File: src/rtl/serial_subtractor_pkg.sv
// -----------------------------------------------------------------------------
// serial_sub_pkg
// Shared definitions for the bit-serial subtractor:
//   - FSM state encodings (2-bit, legacy-compatible constants)
//   - clog2 constant function used to size the bit counter
// -----------------------------------------------------------------------------
package serial_sub_pkg;

    localparam logic [1:0] ST_IDLE  = 2'd0;
    localparam logic [1:0] ST_SHIFT = 2'd1;
    localparam logic [1:0] ST_DONE  = 2'd2;

    // Number of bits needed to count 0..n-1 (0 for n <= 1).
    function automatic int unsigned clog2(input int unsigned n);
        int unsigned r;
        int unsigned v;
        r = 0;
        v = (n > 0) ? n - 1 : 0;
        while (v > 0) begin
            r++;
            v = v >> 1;
        end
        return r;
    endfunction

endpackage

File: src/rtl/serial_subtractor_if.sv
// -----------------------------------------------------------------------------
// serial_subtractor_if
// Start/busy/done handshake plus operand/result bus between a sequencer
// (master) and the serial subtractor (slave).
//   start      : request pulse from the sequencer
//   a, b       : minuend / subtrahend, W bits
//   busy       : subtractor is shifting bits
//   done       : one-cycle pulse, result valid
//   diff       : (a - b) mod 2^W
//   borrow_out : 1 iff a < b (unsigned)
// -----------------------------------------------------------------------------
interface serial_subtractor_if #(
    parameter int unsigned W = 4
);
    logic         start;
    logic [W-1:0] a;
    logic [W-1:0] b;
    logic         busy;
    logic         done;
    logic [W-1:0] diff;
    logic         borrow_out;

    modport master (
        output start, a, b,
        input  busy, done, diff, borrow_out
    );

    modport slave (
        input  start, a, b,
        output busy, done, diff, borrow_out
    );
endinterface

File: src/rtl/serial_subtractor_full_subtractor.sv
// -----------------------------------------------------------------------------
// full_subtractor
// Combinational one-bit full subtractor: computes a - b - borrow_i.
//   a_i, b_i  : operand bits
//   borrow_i  : incoming borrow
//   diff_o    : difference bit
//   borrow_o  : outgoing borrow
// -----------------------------------------------------------------------------
module full_subtractor (
    input  logic a_i,
    input  logic b_i,
    input  logic borrow_i,
    output logic diff_o,
    output logic borrow_o
);
    logic a_xor_b;

    assign a_xor_b  = a_i ^ b_i;
    assign diff_o   = a_xor_b ^ borrow_i;
    // Borrow when b exceeds a, or when they are equal and a borrow is pending.
    assign borrow_o = (~a_i & b_i) | (~a_xor_b & borrow_i);
endmodule

File: src/rtl/serial_subtractor.sv
// -----------------------------------------------------------------------------
// serial_subtractor
// Bit-serial W-bit subtractor, LSB first, one bit per clock. One full
// subtractor cell with a registered borrow; operands are shifted right and the
// difference bits enter the result register from the MSB side.
//   clk  : rising-edge clock
//   rst  : asynchronous active-high reset
//   bus  : serial_subtractor_if.slave (start, a, b, busy, done, diff,
//          borrow_out)
// Throughput: W+2 cycles per operation (accept, W shift cycles, one DONE).
// -----------------------------------------------------------------------------
module serial_subtractor
    import serial_sub_pkg::*;
#(
    parameter int unsigned W = 4
) (
    input  logic                  clk,
    input  logic                  rst,
    serial_subtractor_if.slave    bus
);
    localparam int unsigned CntW = (clog2(W) > 0) ? clog2(W) : 1;

    logic [1:0]      state_q, state_d;
    logic [W-1:0]    a_sr_q, a_sr_d;
    logic [W-1:0]    b_sr_q, b_sr_d;
    logic [W-1:0]    res_q, res_d;
    logic [CntW-1:0] cnt_q, cnt_d;
    logic            br_q, br_d;
    logic [W-1:0]    diff_q, diff_d;
    logic            bo_q, bo_d;

    logic            cell_diff;
    logic            cell_borrow;
    logic [W-1:0]    res_next;

    full_subtractor u_cell (
        .a_i      (a_sr_q[0]),
        .b_i      (b_sr_q[0]),
        .borrow_i (br_q),
        .diff_o   (cell_diff),
        .borrow_o (cell_borrow)
    );

    // New difference bit enters at the MSB; after W shifts the LSB lands at bit 0.
    assign res_next = W'({cell_diff, res_q} >> 1);

    always_comb begin
        state_d = state_q;
        a_sr_d  = a_sr_q;
        b_sr_d  = b_sr_q;
        res_d   = res_q;
        cnt_d   = cnt_q;
        br_d    = br_q;
        diff_d  = diff_q;
        bo_d    = bo_q;

        case (state_q)
            ST_IDLE: begin
                if (bus.start) begin
                    a_sr_d  = bus.a;
                    b_sr_d  = bus.b;
                    res_d   = '0;
                    cnt_d   = '0;
                    br_d    = 1'b0;
                    state_d = ST_SHIFT;
                end
            end
            ST_SHIFT: begin
                a_sr_d = a_sr_q >> 1;
                b_sr_d = b_sr_q >> 1;
                res_d  = res_next;
                br_d   = cell_borrow;
                cnt_d  = cnt_q + CntW'(1);
                if (cnt_q == CntW'(W - 1)) begin
                    diff_d  = res_next;
                    bo_d    = cell_borrow;
                    state_d = ST_DONE;
                end
            end
            ST_DONE: begin
                state_d = ST_IDLE;
            end
            default: begin
                // Illegal encoding recovers to idle.
                state_d = ST_IDLE;
            end
        endcase
    end

    always_ff @(posedge clk or posedge rst) begin
        if (rst) begin
            state_q <= ST_IDLE;
            a_sr_q  <= '0;
            b_sr_q  <= '0;
            res_q   <= '0;
            cnt_q   <= '0;
            br_q    <= 1'b0;
            diff_q  <= '0;
            bo_q    <= 1'b0;
        end else begin
            state_q <= state_d;
            a_sr_q  <= a_sr_d;
            b_sr_q  <= b_sr_d;
            res_q   <= res_d;
            cnt_q   <= cnt_d;
            br_q    <= br_d;
            diff_q  <= diff_d;
            bo_q    <= bo_d;
        end
    end

    // Status decoded straight from registered state.
    assign bus.busy       = (state_q == ST_SHIFT);
    assign bus.done       = (state_q == ST_DONE);
    assign bus.diff       = diff_q;
    assign bus.borrow_out = bo_q;
endmodule

File: src/flat_wrapper.sv
// flat-port wrapper written by rule: the top's interface ports become plain ports
module serial_subtractor_flat import serial_sub_pkg::*;
#(
    parameter int unsigned W = 4
)
  (clk, rst, bus_start, bus_a, bus_b, bus_busy, bus_done, bus_diff, bus_borrow_out);
  serial_subtractor_if #(.W(W)) bus_i ();
  input  logic clk;
  input  logic rst;
  input wire logic [$bits(bus_i.start)-1:0] bus_start;
  input wire logic [$bits(bus_i.a)-1:0] bus_a;
  input wire logic [$bits(bus_i.b)-1:0] bus_b;
  output wire logic [$bits(bus_i.busy)-1:0] bus_busy;
  output wire logic [$bits(bus_i.done)-1:0] bus_done;
  output wire logic [$bits(bus_i.diff)-1:0] bus_diff;
  output wire logic [$bits(bus_i.borrow_out)-1:0] bus_borrow_out;
  assign bus_i.start = bus_start;
  assign bus_i.a = bus_a;
  assign bus_i.b = bus_b;
  assign bus_busy = bus_i.busy;
  assign bus_done = bus_i.done;
  assign bus_diff = bus_i.diff;
  assign bus_borrow_out = bus_i.borrow_out;
  serial_subtractor #(.W(W)) u_core (.clk(clk), .rst(rst), .bus(bus_i));
endmodule
File: config.mk
export PLATFORM = sky130hd
export DESIGN_NAME = serial_subtractor_flat
export DESIGN_NICKNAME = d
export VERILOG_FILES = /design/src/rtl/serial_subtractor_pkg.sv /design/src/rtl/serial_subtractor_if.sv /design/src/rtl/serial_subtractor_full_subtractor.sv /design/src/rtl/serial_subtractor.sv /design/src/flat_wrapper.sv
export SDC_FILE = /design/constraint.sdc
export NUM_CORES = 1
export LEC_CHECK = 0
export CORE_MARGIN = 2
export CORE_UTILIZATION = 47
export CTS_BUF_LIST = sky130_fd_sc_hd__clkbuf_8
export DETAILED_ROUTE_END_ITERATION = 8
export GPL_TIMING_DRIVEN = 0
export MAX_ROUTING_LAYER = met4
export PLACE_DENSITY = 0.82
export SYNTH_ARGS = -nofsm -noshare
export SYNTH_HDL_FRONTEND = slang
export SYNTH_HIERARCHICAL = 1
export SYNTH_SLANG_ARGS = --single-unit
export TNS_END_PERCENT = 30
File: constraint.sdc
create_clock -name clk -period 1.23 [get_ports clk]
set_input_delay 0.246 -clock clk [delete_from_list [all_inputs] [get_ports clk]]
set_output_delay 0.246 -clock clk [all_outputs]
set_load 0.02 [all_outputs]
# --- After elaboration in Yosys (flattened, before gate mapping) ---
# Index checks and enable logic that the tools add are counted.
word_totals:
  ff_bits: 22
  latch_bits: 0
  ramBits: 0
  romBits: 0
  input_bits: 11
  wordCells: 39
  memories: 0
classes:
  addsub: 1
  multipliers: 0
  div_mod_pow: 0
  magnitude_cmp: 0
  eq_ne: 5
  shift: 0
  muxes: 13
  bitwise: 7
  n_reduce_logical: 5
ops:
  columns: ["operator", "count"]
  rows:
  - ["$pmux 4 s2", 3]
  - ["$mux 4", 3]
  - ["$pmux 2 s2", 2]
  - ["$mux 2", 3]
  - ["$reduce_and 2->1", 3]
  - ["$eq 2x2->1 const B", 2]
  - ["$add 2x1->2 const B", 1]
  - ["$and 1x1->1", 2]
  - ["$eq 2x1->1 const B", 1]
  - ["$logic_not 2->1", 1]
  - ["$ne 2x1->1 const B", 1]
  - ["$ne 2x2->1 const B", 1]
  - ["$not 1->1", 2]
  - ["$pmux 1 s2", 1]
  - ["$reduce_bool 2->1", 1]
  - ["$xor 1x1->1", 2]
  - ["$mux 1", 1]
  - ["$or 1x1->1", 1]

# --- Depth between registers and ports, before layout ---
# Gate-level depths: netlist of run 1.
depth:
  ltp_word: 5
  mapped_depth: 4

# --- By module ---
# The synthesis of run 1 kept the hierarchy.
by_module_without_submodules:
  columns: ["module", "instances", "cells_per_inst", "area_each_um2"]
  rows:
  - ["serial_subtractor", 1, 72, 912.1]
  - ["full_subtractor", 1, 4, 31.3]

# --- Least setup slack after synthesis of run 1 ---
# No wires, ideal clock.
synth_timing:
  path_kind: "register to register"
  startpoint: "reg u_core.a_sr_q[0]"
  endpoint: "reg u_core.diff_q[3] (netlist: u_core/bus.diff[3])"
  setup_time_ps: 128
  t_arrival_ps: 1130
  setup_slack_ps: -28
  path_stages_with_launch: 3
  n_path_buf: 0
  period_less_slack_ps: 1258
  cell_sequence: "dfrtp_1 fa_1 mux2_1"
synth_via:
  elab_chain_cells: 2
synth_lines:
  columns: ["item", "line", "source"]
  rows:
  - ["start: declaration", "serial_subtractor.sv:24", "logic [W-1:0] a_sr_q, a_sr_d;"]
  - ["start signal: assignment", "serial_subtractor.sv:102", "a_sr_q <= a_sr_d;"]
  - ["$xor 1x1->1", "serial_subtractor_full_subtractor.sv:18", "assign a_xor_b = a_i ^ b_i;"]
  - ["$xor 1x1->1", "serial_subtractor_full_subtractor.sv:19", "assign diff_o = a_xor_b ^ borrow_i;"]
  - ["named net u_core.cell_diff", "serial_subtractor.sv:32", "logic cell_diff;"]
  - ["end signal: assignment", "serial_subtractor.sv:107", "diff_q <= diff_d;"]
  - ["end: declaration", "serial_subtractor.sv:29", "logic [W-1:0] diff_q, diff_d;"]
# The timed path passes the listed nets, and every way through them passes these cells.
# A chain may end at the register's enable or synchronous reset.

# --- Worst setup path after layout of run 1 ---
layout_timing:
  startpoint: "reg u_core.state_q[1]"
  endpoint: "out bus_done"
layout_via:
  elab_chain_cells: 1
layout_lines:
  columns: ["item", "line", "source"]
  rows:
  - ["start: declaration", "serial_subtractor.sv:23", "logic [1:0] state_q, state_d;"]
  - ["start signal: assignment", "serial_subtractor.sv:101", "state_q <= state_d;"]
  - ["$eq 2x2->1", "serial_subtractor.sv:114", "assign bus.done = (state_q == ST_DONE);"]
  - ["end: declaration", "flat_wrapper.sv:14", "output wire logic [$bits(bus_i.done)-1:0] bus_done;"]
# Every way passes these cells.

==> impl_metrics.ini, run 1 <==
[synthesis]
yosysTopAreaCellShare = 0.557
synth_top_cell_by_area = dfrtp_1
syn_inst = 76
syn_nets = 89
avgSynthCellArea_sq_um = 12.4
synth_cell_type_count = 21
synth_area_sq_um = 943
seq_area_frac_synth = 0.557
ys_ff_latch = 21
synth_area_leaders = dfrtp_1 56%, mux2_1 6.0%, a22o_1 4.6%, inv_1 4.4%, nor4b_1 3.7%
synth_warnings = 6

[floorplanning]
initial_core_util = 0.491
dieArea_sq_um = 2380
die-height_um = 48.8
fp.dieW_um = 48.8
fp-row-count = 16
core_area_sq_um = 1920
ios = 18

[clock_network]
root_buffer = clkbuf_8
clock-sinks = 21
numCtsBuffers = 3
cts_htree_levels = 1
cts_buffer_depth = 2
clock_latency_ns = 0.25
ctsHoldBuffers = 0
cts_tree = done
clk_pin_slew_ns = 0.07

[setup_path]
worstPathArrival_ns = 1.10
start_kind = register
critical_path.slowest_cell = dfrtp_1
path_max_fanout = 8
slowest_delay_ns = 0.44
reg2reg_depth = 3
crit_chain = buf_8, nor2b_4, buf_6
crit_type = reg2out
end_kind = output port
required_ns = 0.98

[placement]
dpl_cell_area_sq_um = 1140
gp_congestion = 0.781
dp_hpwl_um = 1170
dp.cells = 119
portBuffers = 16

[hold_path]
hp-class = in2reg
hold_depth = 3

[sta]
tns_ns = -0.467
finClkSkew_ns = 0.00276
hold_viol_final = 0
maxSlewViolCount = 0
finalCritPeriodShare = 1.10
max_freq_mhz = 741
fin_ws_ns = -0.120
period_needed_ns = 1.35
worst_slew_pin_slew_ns = 0.790
setup_viol = 12
rsz0062_at_grt = yes
relSlewSlack = 0.473

[grt]
grt_pass1_wl_um = 2960
antenna_found_initial = 0
grt_overflow = 0
grt_max_degree = 22
first_global_vias = 622
grt_util_all_layers = 0.170

[outcome]
status = finished with violations
violations = negative setup slack

[detailed_routing]
postRouteAntennaNets = 0
routed_wl_um = 1860
vias = 687
drtIter0Drc = 16
post_drt_wl_per_cell_um = 14.4
dr.pass1.iters = 5
drc = 0
drt-vias-per-instance = 5.33

[final_layout]
final_common_cell = dfrtp_1
ff_latch_area_sq_um = 526
finish.instance_area_sq_um = 1280
final_cell_mix = 21 x dfrtp_1, 11 x inv_1, 9 x clkdlybuf4s50_1
area_growth_syn_to_layout_pct = 36.2
num-fill-cells = 163
antennaDiodeCount = 0
drive_gt1_frac = 0.265
layoutNonFillerInstCount = 129
fin_nets = 116
multi_input_area_sq_um = 382

[power_and_ir_drop]
peakVddDrop_v = 0.00138
p_leak_nw = 0.640
p_per_area_nw_per_um2 = 2560

[flow_run]
cap_viol_max_count = 0
[per-layer routing]
metal / vias up / track usage / share of wire
met2: 15 / 0.281 / 0.48
li1: 324 / - / -
met3: 2 / 0.0215 / 0.037
met1: 346 / 0.204 / 0.47
met4: 0 / 0.0857 / 0.011
met5: - / - / 0
[cells in the mapped netlist, drive strengths merged]
cell	number
dfrtp	21
nor2b	4
buf	4
ha	1
nor4b	4
fa	1
clkbuf	1
nor2	5
a221oi	4
a222oi	2
o21bai	1
a32o	2
a22o	5
mux2	6
a21oi	1
nand3b	1
inv	11
nand2b	2
[kinds of logic (layout without fill, tap and decap cells)]
logic type,Yosys count,after routing,synth area share
buffers and inverters,16,42,0.0716
AOI/OAI and AO/OA,15,15,0.156
DFF,21,21,0.557
and+or+nand+nor,16,16,0.109
adders and majority gates,2,2,0.0345
muxes,6,6,0.0716
[worst max-delay path: cells and delay by family, from the launching register on]
kind                   cells  cell delay [ns]
flip-flops                 1             0.44
buffers and inverters      2             0.27
AND/OR/NAND/NOR            1             0.14
[final cells by class]
| cell class | instances | share of cell area |
|---|---|---|
| flip-flops and latches | 21 | 0.409 |
| multi-input cells | 39 | 0.297 |
| repair buffers | 22 | 0.162 |
| plain buffers | 5 | 0.0389 |
| clock buffers | 3 | 0.0321 |
| inverters | 11 | 0.0321 |
| well taps | 27 | 0.0263 |
| clock inverters | 1 | 0.00292 |
[worst paths after layout]
check                                  startpoint            endpoint  slack (ns)
worst max-delay path            u_core/state_q[1]            bus_done       -0.12
worst min-delay path                    bus_start   u_core/state_q[0]        0.35
worst max register to register        u_core/br_q  u_core/bus.diff[3]       -0.06
worst min register to register   u_core/a_sr_q[3]    u_core/a_sr_q[3]        0.49
max in group asynchronous                     rst  u_core/bus.diff[3]        0.30
min in group asynchronous                     rst  u_core/bus.diff[0]        0.44
[report_power, final]
group	internal (mW)	switching (mW)
registers	1.01	0.179
logic	0.889	0.782
clock network	0.222	0.210
[metrics by stage]
stage	total power [mW]	util	hold slack [ns]	setup slack (ns)
after floorplan	2.14	-	0.223	-0.0168
after global placement	2.53	0.593	0.472	-0.542
after detailed placement	2.58	0.593	0.480	-0.559
after CTS	3.07	0.628	0.320	-0.183
after global routing	3.56	0.669	0.366	-0.164
final	3.29	0.669	0.354	-0.120
[repair_timing]
| action | CTS | global route |
|---|---|---|
| setup endpoints to repair | 16 | 20 |
| pin swaps | 1 | 2 |
| resized for setup | 20 | 16 |
| setup buffers | 2 | 4 |
[sequential cells by signal, indices dropped and copies added, names as in the netlist]
register	cells
u_core/a_sr_q	4
u_core/b_sr_q	4
u_core/bus.diff	4
u_core/res_q	3
u_core/cnt_q	2
u_core/state_q	2
u_core/br_q	1
u_core/bus.borrow_out	1
No activity file was read; power rests on OpenSTA's default activity.
==> inputs of run 2 (changes only) <==
Settings changed: SETUP_SLACK_MARGIN set to 0.1.
==> run 2 against run 1 <==
  * The run still ends with negative setup slack left
  * Cell count is 3.1% higher
  * Global-route usage is 4.0 points higher
  * Non-clock buffer count is 4 higher
  * Combinational power is 12% higher
  * Routed wire length is 14% higher
  * Final area is 4.6% higher
  * Critical path depth is 1 higher
  * Register-to-register slack worse by 0.05 ns
  * Setup slack better by 0.012 ns
  * Clock skew is 0.0014 ns higher
  * Largest power group unchanged
  * Highest routed layer unchanged
==> impl_metrics.ini, run 2 (same netlist as run 1, synthesis figures left out) <==
[sta]
rsz0062_at_grt = yes
whs_ns = 0.321
maxSlewViolCount = 0
period_needed_ns = 1.34
finClkSkew_ns = 0.00417
relSlewSlack = 0.491
worst_slew_pin_slew_ns = 0.763
hold_viol_final = 0
setup_viol = 20
finalCritPeriodShare = 1.09
max_freq_mhz = 747
fin_ws_ns = -0.108

[setup_path]
worstPathArrival_ns = 1.49
rrSetupSlack_ns = -0.11
reg2reg_depth = 4
reg2reg_to = u_core/cnt_q[0]
rr_startpoint = u_core/state_q[1]
path_max_fanout = 6
required_ns = 1.38
start_kind = register
crit_type = reg2reg
end_kind = register

[floorplanning]
initial_core_util = 0.491
fp.dieW_um = 48.8
core_area_sq_um = 1920
die-height_um = 48.8
dieArea_sq_um = 2380
fp-row-count = 16
ios = 18

[outcome]
status = finished with violations
violations = negative setup slack

[final_layout]
final_cell_mix = 19 x dfrtp_1, 10 x inv_1, 10 x buf_4
fin_nets = 120
num-fill-cells = 144
drive_gt1_frac = 0.425
antennaDiodeCount = 0
layoutNonFillerInstCount = 133
final_util = 0.699
area_growth_syn_to_layout_pct = 42.4
final_common_cell = dfrtp_1

[placement]
dp_hpwl_um = 1220
portBuffers = 16
gp_congestion = 0.762
dp.cells = 119

[detailed_routing]
vias = 720
post_drt_wl_per_cell_um = 15.9
dr.pass1.iters = 4
postRouteAntennaNets = 0
drc = 0
routed_wl_um = 2120
drtIter0Drc = 13
drt-vias-per-instance = 5.41

[hold_path]
hp-class = in2reg
min_to = u_core/state_q[0]
hold_start = bus_start
hold_depth = 3

[flow_run]
cap_viol_max_count = 0

[clock_network]
root_buffer = clkbuf_8
cts_htree_levels = 1
clock_latency_ns = 0.26
cts_buffer_depth = 2
numCtsBuffers = 3
clock-sinks = 21
ctsHoldBuffers = 0
clk_pin_slew_ns = 0.08
cts_tree = done

[power_and_ir_drop]
p_per_area_nw_per_um2 = 2630
p_total_mw = 3.54
p_leak_nw = 0.664
peakVddDrop_v = 0.00116

[grt]
grt_overflow = 0
first_global_vias = 765
antenna_found_initial = 0
grt_max_degree = 22
grt_util_all_layers = 0.209
grt_pass1_wl_um = 3590
[run 2: cell types whose count changed in the layout (fill, tap and decap cells not counted), sizes merged]
cell / before / now
clkinv: 0 / 1
dlygate4sd2: 3 / 0
clkdlybuf4s15: 2 / 0
inv: 12 / 11
buf: 13 / 22
[run 2: stage by stage]
stage	setup TNS [ns]	area, sq um	setup WS [ns]
after floorplan	-0.00887	956	-0.00887
after global placement	-1.02	1150	-0.402
after detailed placement	-1.29	1150	-0.458
after CTS	-0.435	1300	-0.107
after global routing	-1.81	1340	-0.135
final	-1.08	1340	-0.108
[run 2: critical path: stages (launching register included)]
cell and delay, ns:
dfrtp_2 0.45, buf_4 0.17, o21bai_4 0.20, buf_6 0.15
mux2_2 0.26
[run 2: layout make-up]
| cell class | instances | area (sq um) | share of cell area |
|---|---|---|---|
| clock buffers | 3 | 41.3 | 0.0307 |
| inverters | 11 | 41.3 | 0.0307 |
| well taps | 27 | 33.8 | 0.0251 |
| clock inverters | 1 | 5.00 | 0.00372 |
| flip-flops and latches | 21 | 528 | 0.393 |
| multi-input cells | 39 | 424 | 0.316 |
| plain buffers | 4 | 46.3 | 0.0345 |
| repair buffers | 27 | 224 | 0.167 |
[run 2: what timing repair did]
action	in CTS	in global routing
gates cloned	1	0
resized for setup	50	7
pin swaps	2	3
buffers inserted	5	5
endpoints found under the setup margin	25	21
[run 2: report_power, final]
part           leakage, nW  internal (mW)  total, mW  switching, mW
clock               0.0255          0.226      0.450          0.224
combinational        0.381          0.995       1.87          0.872
sequential           0.257           1.02       1.22          0.204
[run 2: worst max-delay path by stage]
stage                               endpoint              start  cells past startpoint
after floorplan           u_core/bus.diff[3]        u_core/br_q                      3
after global placement              bus_busy  u_core/state_q[0]                      3
after detailed placement            bus_busy  u_core/state_q[0]                      3
after CTS                           bus_busy  u_core/state_q[0]                      3
after global routing                bus_done  u_core/state_q[1]                      3
final                        u_core/cnt_q[0]  u_core/state_q[1]                      4
[run 2: routing by layer]
metal | wire length (um) | vias to the layer above | track usage | part of all wire
met5 | 0 | - | - | 0
met1 | 884 | 360 | 0.236 | 0.42
li1 | - | 330 | - | -
met3 | 96 | 6 | 0.0307 | 0.045
met4 | 62 | 0 | 0.119 | 0.029
met2 | 1080 | 24 | 0.356 | 0.51
==> inputs of run 3 (changes only) <==
Settings changed: CAP_MARGIN set to 20.
==> results of run 3 <==
Same layout as run 2: the final DEF is identical, and so are final timing and power.
